===== src/rtl/wb_skid_stage_pkg.sv =====
// Shared constants and state encoding for the write-back skid stage.
package wb_skid_stage_pkg;

   localparam logic RST_ENABLE    = 1'b1;
   localparam logic WRITE_DISABLE = 1'b0;
   localparam int   REG_BUS_W     = 32;
   localparam int   REG_ADDR_W    = 5;

   // Encoding doubles as the occupancy count.
   typedef enum logic [1:0] {
      ST_EMPTY = 2'd0,
      ST_ONE   = 2'd1,
      ST_TWO   = 2'd2
   } skid_state_e;

endpackage


===== src/rtl/wb_skid_stage_entry.sv =====
// One buffered write-back entry: payload register with load, enable-clear and reset.
module wb_skid_entry
   import wb_skid_stage_pkg::*;
#(
   parameter int DW  = REG_BUS_W,
   parameter int AW  = REG_ADDR_W,
   parameter int NCH = 1
) (
   input  logic              clk,
   input  logic              rst,
   input  logic              load_i,
   input  logic              clear_i,
   input  logic [NCH-1:0]    we_i,
   input  logic [NCH*AW-1:0] waddr_i,
   input  logic [NCH*DW-1:0] wdata_i,
   input  logic              whilo_i,
   input  logic [DW-1:0]     hi_i,
   input  logic [DW-1:0]     lo_i,
   output logic [NCH-1:0]    we_o,
   output logic [NCH*AW-1:0] waddr_o,
   output logic [NCH*DW-1:0] wdata_o,
   output logic              whilo_o,
   output logic [DW-1:0]     hi_o,
   output logic [DW-1:0]     lo_o
);

   logic [NCH-1:0]    we_q;
   logic [NCH*AW-1:0] waddr_q;
   logic [NCH*DW-1:0] wdata_q;
   logic              whilo_q;
   logic [DW-1:0]     hi_q;
   logic [DW-1:0]     lo_q;

   // Clear drops only the enables so address/data keep their last values.
   always_ff @(posedge clk) begin
      if (rst == RST_ENABLE) begin
         we_q    <= {NCH{WRITE_DISABLE}};
         waddr_q <= '0;
         wdata_q <= '0;
         whilo_q <= WRITE_DISABLE;
         hi_q    <= '0;
         lo_q    <= '0;
      end else if (clear_i) begin
         we_q    <= {NCH{WRITE_DISABLE}};
         whilo_q <= WRITE_DISABLE;
      end else if (load_i) begin
         we_q    <= we_i;
         waddr_q <= waddr_i;
         wdata_q <= wdata_i;
         whilo_q <= whilo_i;
         hi_q    <= hi_i;
         lo_q    <= lo_i;
      end
   end

   assign we_o    = we_q;
   assign waddr_o = waddr_q;
   assign wdata_o = wdata_q;
   assign whilo_o = whilo_q;
   assign hi_o    = hi_q;
   assign lo_o    = lo_q;

endmodule


===== src/rtl/wb_skid_stage.sv =====
// Two-entry skid buffer for the write-back payload; all outputs come from flops.
module wb_skid_stage
   import wb_skid_stage_pkg::*;
#(
   parameter int DW  = REG_BUS_W,
   parameter int AW  = REG_ADDR_W,
   parameter int NCH = 1
) (
   input  logic              clk,
   input  logic              rst,
   input  logic              flush,
   input  logic              in_valid,
   output logic              in_ready,
   input  logic [NCH-1:0]    in_we,
   input  logic [NCH*AW-1:0] in_waddr,
   input  logic [NCH*DW-1:0] in_wdata,
   input  logic              in_whilo,
   input  logic [DW-1:0]     in_hi,
   input  logic [DW-1:0]     in_lo,
   output logic              out_valid,
   input  logic              out_ready,
   output logic [NCH-1:0]    out_we,
   output logic [NCH*AW-1:0] out_waddr,
   output logic [NCH*DW-1:0] out_wdata,
   output logic              out_whilo,
   output logic [DW-1:0]     out_hi,
   output logic [DW-1:0]     out_lo,
   output logic [1:0]        occupancy
);

   skid_state_e state_q, state_d;

   logic push, pop;
   logic main_load, main_clear, main_from_skid, skid_load, skid_clear;

   logic [NCH-1:0]    skid_we,    main_we_d;
   logic [NCH*AW-1:0] skid_waddr, main_waddr_d;
   logic [NCH*DW-1:0] skid_wdata, main_wdata_d;
   logic              skid_whilo, main_whilo_d;
   logic [DW-1:0]     skid_hi,    main_hi_d;
   logic [DW-1:0]     skid_lo,    main_lo_d;

   assign in_ready  = (state_q != ST_TWO);
   assign out_valid = (state_q != ST_EMPTY);
   assign occupancy = state_q;

   assign push = in_valid & in_ready;
   assign pop  = out_valid & out_ready;

   always_ff @(posedge clk) begin
      if (rst == RST_ENABLE) state_q <= ST_EMPTY;
      else                   state_q <= state_d;
   end

   always_comb begin
      state_d        = state_q;
      main_load      = 1'b0;
      main_clear     = 1'b0;
      main_from_skid = 1'b0;
      skid_load      = 1'b0;
      skid_clear     = 1'b0;
      if (flush) begin
         state_d    = ST_EMPTY;
         main_clear = 1'b1;
         skid_clear = 1'b1;
      end else begin
         unique case (state_q)
            ST_EMPTY: begin
               if (push) begin
                  state_d   = ST_ONE;
                  main_load = 1'b1;
               end
            end
            ST_ONE: begin
               if (push && !pop) begin
                  state_d   = ST_TWO;
                  skid_load = 1'b1;
               end else if (pop && !push) begin
                  // Emptying: drop enables so idle outputs never look like writes.
                  state_d    = ST_EMPTY;
                  main_clear = 1'b1;
               end else if (push && pop) begin
                  main_load = 1'b1;
               end
            end
            ST_TWO: begin
               if (pop) begin
                  state_d        = ST_ONE;
                  main_load      = 1'b1;
                  main_from_skid = 1'b1;
               end
            end
            default: state_d = ST_EMPTY;
         endcase
      end
   end

   assign main_we_d    = main_from_skid ? skid_we    : in_we;
   assign main_waddr_d = main_from_skid ? skid_waddr : in_waddr;
   assign main_wdata_d = main_from_skid ? skid_wdata : in_wdata;
   assign main_whilo_d = main_from_skid ? skid_whilo : in_whilo;
   assign main_hi_d    = main_from_skid ? skid_hi    : in_hi;
   assign main_lo_d    = main_from_skid ? skid_lo    : in_lo;

   wb_skid_entry #(.DW(DW), .AW(AW), .NCH(NCH)) u_main (
      .clk     (clk),
      .rst     (rst),
      .load_i  (main_load),
      .clear_i (main_clear),
      .we_i    (main_we_d),
      .waddr_i (main_waddr_d),
      .wdata_i (main_wdata_d),
      .whilo_i (main_whilo_d),
      .hi_i    (main_hi_d),
      .lo_i    (main_lo_d),
      .we_o    (out_we),
      .waddr_o (out_waddr),
      .wdata_o (out_wdata),
      .whilo_o (out_whilo),
      .hi_o    (out_hi),
      .lo_o    (out_lo)
   );

   wb_skid_entry #(.DW(DW), .AW(AW), .NCH(NCH)) u_skid (
      .clk     (clk),
      .rst     (rst),
      .load_i  (skid_load),
      .clear_i (skid_clear),
      .we_i    (in_we),
      .waddr_i (in_waddr),
      .wdata_i (in_wdata),
      .whilo_i (in_whilo),
      .hi_i    (in_hi),
      .lo_i    (in_lo),
      .we_o    (skid_we),
      .waddr_o (skid_waddr),
      .wdata_o (skid_wdata),
      .whilo_o (skid_whilo),
      .hi_o    (skid_hi),
      .lo_o    (skid_lo)
   );

endmodule


===== config.mk =====
export PLATFORM = sky130hd
export DESIGN_NAME = wb_skid_stage
export DESIGN_NICKNAME = d
export VERILOG_FILES = /design/src/rtl/wb_skid_stage_pkg.sv /design/src/rtl/wb_skid_stage_entry.sv /design/src/rtl/wb_skid_stage.sv
export SDC_FILE = /design/constraint.sdc
export NUM_CORES = 1
export LEC_CHECK = 0
export CAP_MARGIN = 10
export CORE_MARGIN = 1.5
export CORE_UTILIZATION = 35
export DETAILED_ROUTE_END_ITERATION = 16
export PLACE_DENSITY_LB_ADDON = 0.2
export SLEW_MARGIN = 0
export SYNTH_ARGS = -nofsm -noshare
export SYNTH_HDL_FRONTEND = slang
export SYNTH_SLANG_ARGS = --single-unit

===== constraint.sdc =====
create_clock -name clk -period 3.1 [get_ports clk]
set_input_delay 0.62 -clock clk [delete_from_list [all_inputs] [get_ports clk]]
set_output_delay 0.62 -clock clk [all_outputs]
set_load 0.02 [all_outputs]

# == After elaboration in Yosys (flattened, before gate mapping) ==
# Cells that the tools add are included.
# classes
n_eq_ne,6
n_mux,28
n_bitwise,4
n_reduce_logical,13
# ops
op,n
2-to-1 mux 32 bit,3
2-to-1 mux 1 bit,18
2-to-1 mux 2 bit,4
!= test 2 bit (second input constant),3
case mux 2 bit (3 select lines),1
OR reduction 2 bit,3
2-to-1 mux 5 bit,1
AND reduction 2 bit,2
logical AND 1 bit,3
!= test 3 bit (second input constant),1
case mux 1 bit (3 select lines),1
AND reduction 3 bit,1
AND 1 bit,2
equality test 2 x 1 -> 1 bit (second input constant),1
equality test 2 bit (second input constant),1
zero test 1 bit,2
zero test 2 bit,1
inverter 1 bit,2
nonzero test 2 bit,1
# word_totals
regBits,208
input_bits,108
output_inout_bits,107
word_cells,64

# == Depth between registers and ports, before layout ==
# logic_depth
ltp_word,10
ltp_mapped,11
mapped_depth_nobuf,8

# == Cells and area by module ==
# Synthesis repeated with hierarchy kept, for this count alone.
# hier_totals
cells_unflattened,1072
hier_area_um2,10914.2
# modules_own_cells
mod,n_inst,cells_each,area_each_um2,seq_area_each_um2
wb_skid_entry,2,466,4712.0,2062.0
wb_skid_stage,1,140,1490.2,40.0

# == Least setup slack after synthesis ==
# Ideal clock, no wire load.
# synth_timing
path_type,register to register
startpoint,"reg state_q[1], in the netlist occupancy[1]"
endpoint,"reg u_main.hi_q[10], in the netlist u_main.hi_o[10]"
setup_time_ps,89
arrival_time_ps,2302
required_time_ps,3011
slack_ps,710
stages_incl_launch_ff,11
n_path_buf,3
synth_period_minus_slack_ps,2390
path_cell_list,dfxtp_1 -> buf_2 -> or2_2 -> and2_1 -> ha_1 -> mux2i_1 -> o31ai_4 -> and2_1 -> buf_2 -> buf_4 -> a311oi_2
# synth_via
word_cells_on_any_way,28
cone_classes,eq/ne (3); mux (14); bitwise (3); reduce/logical (8)
# synth_rtl
item,line_no,source
from (decl),wb_skid_stage.sv:31,"skid_state_e state_q, state_d;"
from (signal assigned),wb_skid_stage.sv:52,else state_q <= state_d;
nonzero test 2 bit *,wb_skid_stage.sv:44,assign out_valid = (state_q != ST_EMPTY);
named net out_valid,wb_skid_stage.sv:20,"output logic out_valid,"
AND 1 bit *,wb_skid_stage.sv:48,assign pop = out_valid & out_ready;
logical AND 1 bit (tied with other cells),wb_skid_stage.sv:82,end else if (push && pop) begin
2-to-1 mux 1 bit (tied with other cells),wb_skid_stage.sv:82,
2-to-1 mux 1 bit (on tied branches),"wb_skid_stage.sv:78, wb_skid_stage.sv:75",
2-to-1 mux 1 bit (on tied branches),"wb_skid_stage.sv:75, wb_skid_stage.sv:67",
case mux 1 bit (3 select lines) or 2-to-1 mux 1 bit (tied branches),"wb_skid_stage.sv:67, wb_skid_stage.sv:62",
2-to-1 mux 1 bit or inverter 1 bit (tied branches),n/a,
AND reduction 2 bit (no source line),n/a,
to (signal assigned),wb_skid_stage_entry.sv:51,hi_q <= hi_i;
to (decl),wb_skid_stage_entry.sv:31,logic [DW-1:0] hi_q;
# The timed path passes the listed nets; every way through them passes the cells marked *.
# A chain may end at the register's enable or synchronous reset.

# == Worst setup path in the final report ==
# layout_timing
startpoint,"reg state_q[1], in the netlist occupancy[1]"
endpoint,out out_valid
# layout_via
elab_chain_len,1
# layout_lines
item,line_no
nonzero test 2 bit,wb_skid_stage.sv:44
to (decl),wb_skid_stage.sv:20
# No other way between the ends.

==> impl_results.md <==
- CP Capture Type: output pin
- GRT Overall Usage: approximately 19%
- Setup TNS: 0 ps
- Power per Cell Area: 538 mW/mm2
- CTS clk-pin slew, worst paths: around 60 ps
- FF-to-FF path depth: 9
- Max-slew violation count: 0
- Largest net degree at the start of global routing: 122
- Dominant synthesized flop cell: dfxtp_1
- Unrepaired setup endpoints after global routing: false
- R2R Path Start: occupancy[1]$_SDFFE_PP0P_
- CTS H-tree lvls: 1
- FF+latch count, synth: 208
- 1st-pass router iterations: 4
- Final wirelength: 25500 um
- Die X-Extent: 163 um
- Critical-path maximum fanout: 11
- Max Freq: 0.384 GHz
- Setup bufs post-CTS: 0
- Cell variety after synth: 24
- GRT overflow: 0
- Syn_nets: 1169
- Hold Path End: u_skid.lo_o[15]$_SDFFE_PP0P_
- Detail Route Antenna Nets: 0
- Max-cap violations: 0
- Syn Inst Count: 1058
- Final setup skew: roughly 23 ps
- N_diodes: 0
- Fin. Hold Viols: 0
- Syn Std Cell Area: 0.00892 mm2
- Final min period: between 2000 and 3000 ps
- Pwr Total: between 6 and 7 mW
- Die area: 0.0265 mm2
- Share of post-route cells with drive strength above 1: 12.8%
- Post-synthesis sequential area ratio: 46.7%
- DR vias/cell: 5.09
- Worst-case clock buffer depth: 3
- Post-CTS sizing: 0
- Data arrival, critical path: 1980 ps
- Layout area overhead: 36.3%
- Outcome: completed
- Hold Startpoint: u_skid.lo_o[15]$_SDFFE_PP0P_
- Final setup vio count: 0
- Dpl hpwl: 14600 um
- CTS tree: done
- Async SR Flop Fraction: 0%
- YS warnings: 0
- Hold_buf cts: 0
- Die Height: 163 um
- Vias in the first global route: ~7300
- Synth top area cells: dfxtp_1 (47%), nand2_1 (17%), a311oi_2 (15%), a21oi_1 (11%), clkbuf_1 (2.5%)
- Synth Area per Inst: 8.43 um2
- Number of synthesized flops with an enable pin: 0
- Tightest Pin Transition: 754 ps
- Number of placement rows: 58
- Finished Core Util: 48.4%
- Hold Path Cell Cnt: 2
- IO buf count: 214
- Reg2reg setup slack: 620 ps
- Via count: roughly 7900
- Synth top area share: 46.7%
- Max VDD drop: 339 uV
- Cell taking the most area after synthesis: dfxtp_1
- # clock sinks: roughly 210
- Global-route wire length before repair: 39700 um
- Worst-skew pair later-pin latency: 510 ps
- Hold crit path type: register to register
- DR iter-0 viols: 454
- CTS buffer count: 23
- Routed len/inst: 16.4 um
- Number of antenna violations at the first check in global routing: 0
- Final instance area: 0.0122 mm2
- Lkg Pwr: between 4 and 5 nW
- Crit path required time: 2480 ps
- Clock root cell: clkbuf_16
- Core Region: approximately 0.025 mm2
- Ports: 215
- Placed inst area: approximately 0.011 mm2
- Final GP Congestion: 0.738
- NumNets Final: roughly 1300
- Number of remaining DRC errors: 0
- Nature of the critical path startpoint: register
- Slew HR: 49.8%
- Initial Util: 35.5%
- RR Endpoint: u_skid.lo_o[20]$_SDFFE_PP0P_
- Critical path class: register to output pin
- Final period util: 84.0%
## how the worst max path moves through the flow
stage | start | end | slack [ps] | cells past startpoint
2_1_floorplan | occupancy[1]$_SDFFE_PP0P_ | u_main.hi_o[10]$_SDFFE_PP0P_ | 710 | 10
3_3_place_gp | in_valid | u_main.we_o$_SDFFE_PP0P_ | 340 | 8
3_5_place_dp | in_valid | u_main.we_o$_SDFFE_PP0P_ | 310 | 8
4_1_cts | occupancy[1]$_SDFFE_PP0P_ | out_valid | 520 | 2
5_1_grt | occupancy[1]$_SDFFE_PP0P_ | u_main.we_o$_SDFFE_PP0P_ | 400 | 8
6_report | occupancy[1]$_SDFFE_PP0P_ | out_valid | 500 | 2
## metal layers
metal / global-route usage [%] / share of wire [%] / up-vias
li1: - / - / 3956
met1: 24.9 / 45 / 3750
met2: 31.1 / 47 / 193
met3: 3.23 / 5.8 / 29
met4: 4.42 / 1.6 / 0
met5: 0 / 0 / -
## cell usage in the layout, fill, tap and decap left out
cell | Yosys | routed
a2111oi_0 | 2 | 2
a21oi_1 | 202 | 202
a311oi_1 | 11 | 11
a311oi_2 | 90 | 90
and2_1 | 3 | 2
and2_4 | 0 | 1
and3b_1 | 1 | 1
buf_12 | 0 | 17
buf_4 | 18 | 5
bufinv_16 | 0 | 2
clkbuf_1 | 59 | 3
clkbuf_16 | 0 | 23
clkbuf_8 | 0 | 7
clkdlybuf4s50_1 | 0 | 213
clkinv_2 | 0 | 3
dfxtp_1 | 208 | 208
ha_1 | 3 | 3
inv_1 | 3 | 3
inv_6 | 0 | 1
mux2_2 | 1 | 1
mux2i_1 | 6 | 6
nand2_1 | 404 | 404
nand2b_1 | 1 | 1
nand3b_1 | 3 | 3
nand4bb_4 | 0 | 1
nor2_1 | 8 | 6
nor2_4 | 0 | 2
o21a_1 | 1 | 1
o21ai_0 | 2 | 2
o31ai_4 | 1 | 1
or2_2 | 3 | 2
or2_4 | 0 | 1
## layout make-up
cell class	count	area, um2
repair buffers	236	2520
fillers	2474	13000
well taps	330	413
clock buffers	32	669
inverters	3	11.3
clock inverters	6	83.8
multi-input cells	743	4290
flip-flops and latches	208	4160
## registers in the layout (all words and copies together), names as in the netlist
signal	count
u_main.hi_o	32
u_main.lo_o	32
u_main.wdata_o	32
u_skid.hi_o	32
u_skid.lo_o	32
u_skid.wdata_o	32
u_main.waddr_o	5
u_skid.waddr_o	5
occupancy	2
u_main.we_o	1
u_main.whilo_o	1
u_skid.we_o	1
u_skid.whilo_o	1
## through the flow
stage	worst slack (ps)	instances	hold slack, ps
2_1_floorplan	710	1058	437
5_1_grt	403	1558	468
3_5_place_dp	313	1520	447
3_3_place_gp	345	1520	442
6_report	497	1558	452
4_1_cts	515	1558	455
## Yosys cell counts, drive strengths merged (3+ instances only)
| cell | n |
|---|---|
| and2 | 3 |
| buf | 45 |
| nor2 | 8 |
| nand3b | 3 |
| ha | 3 |
| inv | 3 |
| a311oi | 101 |
| or2 | 3 |
| mux2i | 6 |
| dfxtp | 208 |
| nand2 | 404 |
| clkbuf | 59 |
| a21oi | 202 |
## worst max-delay path: stages, from the launching register on
cell and delay (ps):
dfxtp_1 620, or2_2 210, clkdlybuf4s50_1 640
## logic make-up after synthesis
kind of cell             after synthesis  share of synthesized area, %
flip-flops                           208                          46.7
multiplexers                           7                         0.799
AO/OA/AOI/OAI                        309                          28.2
AND/OR/NAND/NOR                      424                          18.3
adder cells (fa/ha/maj)                3                         0.421
buffers and inverters                107                          5.61
## power by group
part	switching (mW)	leakage, nW	internal, mW
Sequential	0.0700	1.70	2.79
Clock	1.08	0.375	1.66
Combinational	0.478	2.04	0.467
Total	1.63	4.11	4.92
(Power assumes the default switching activity.)
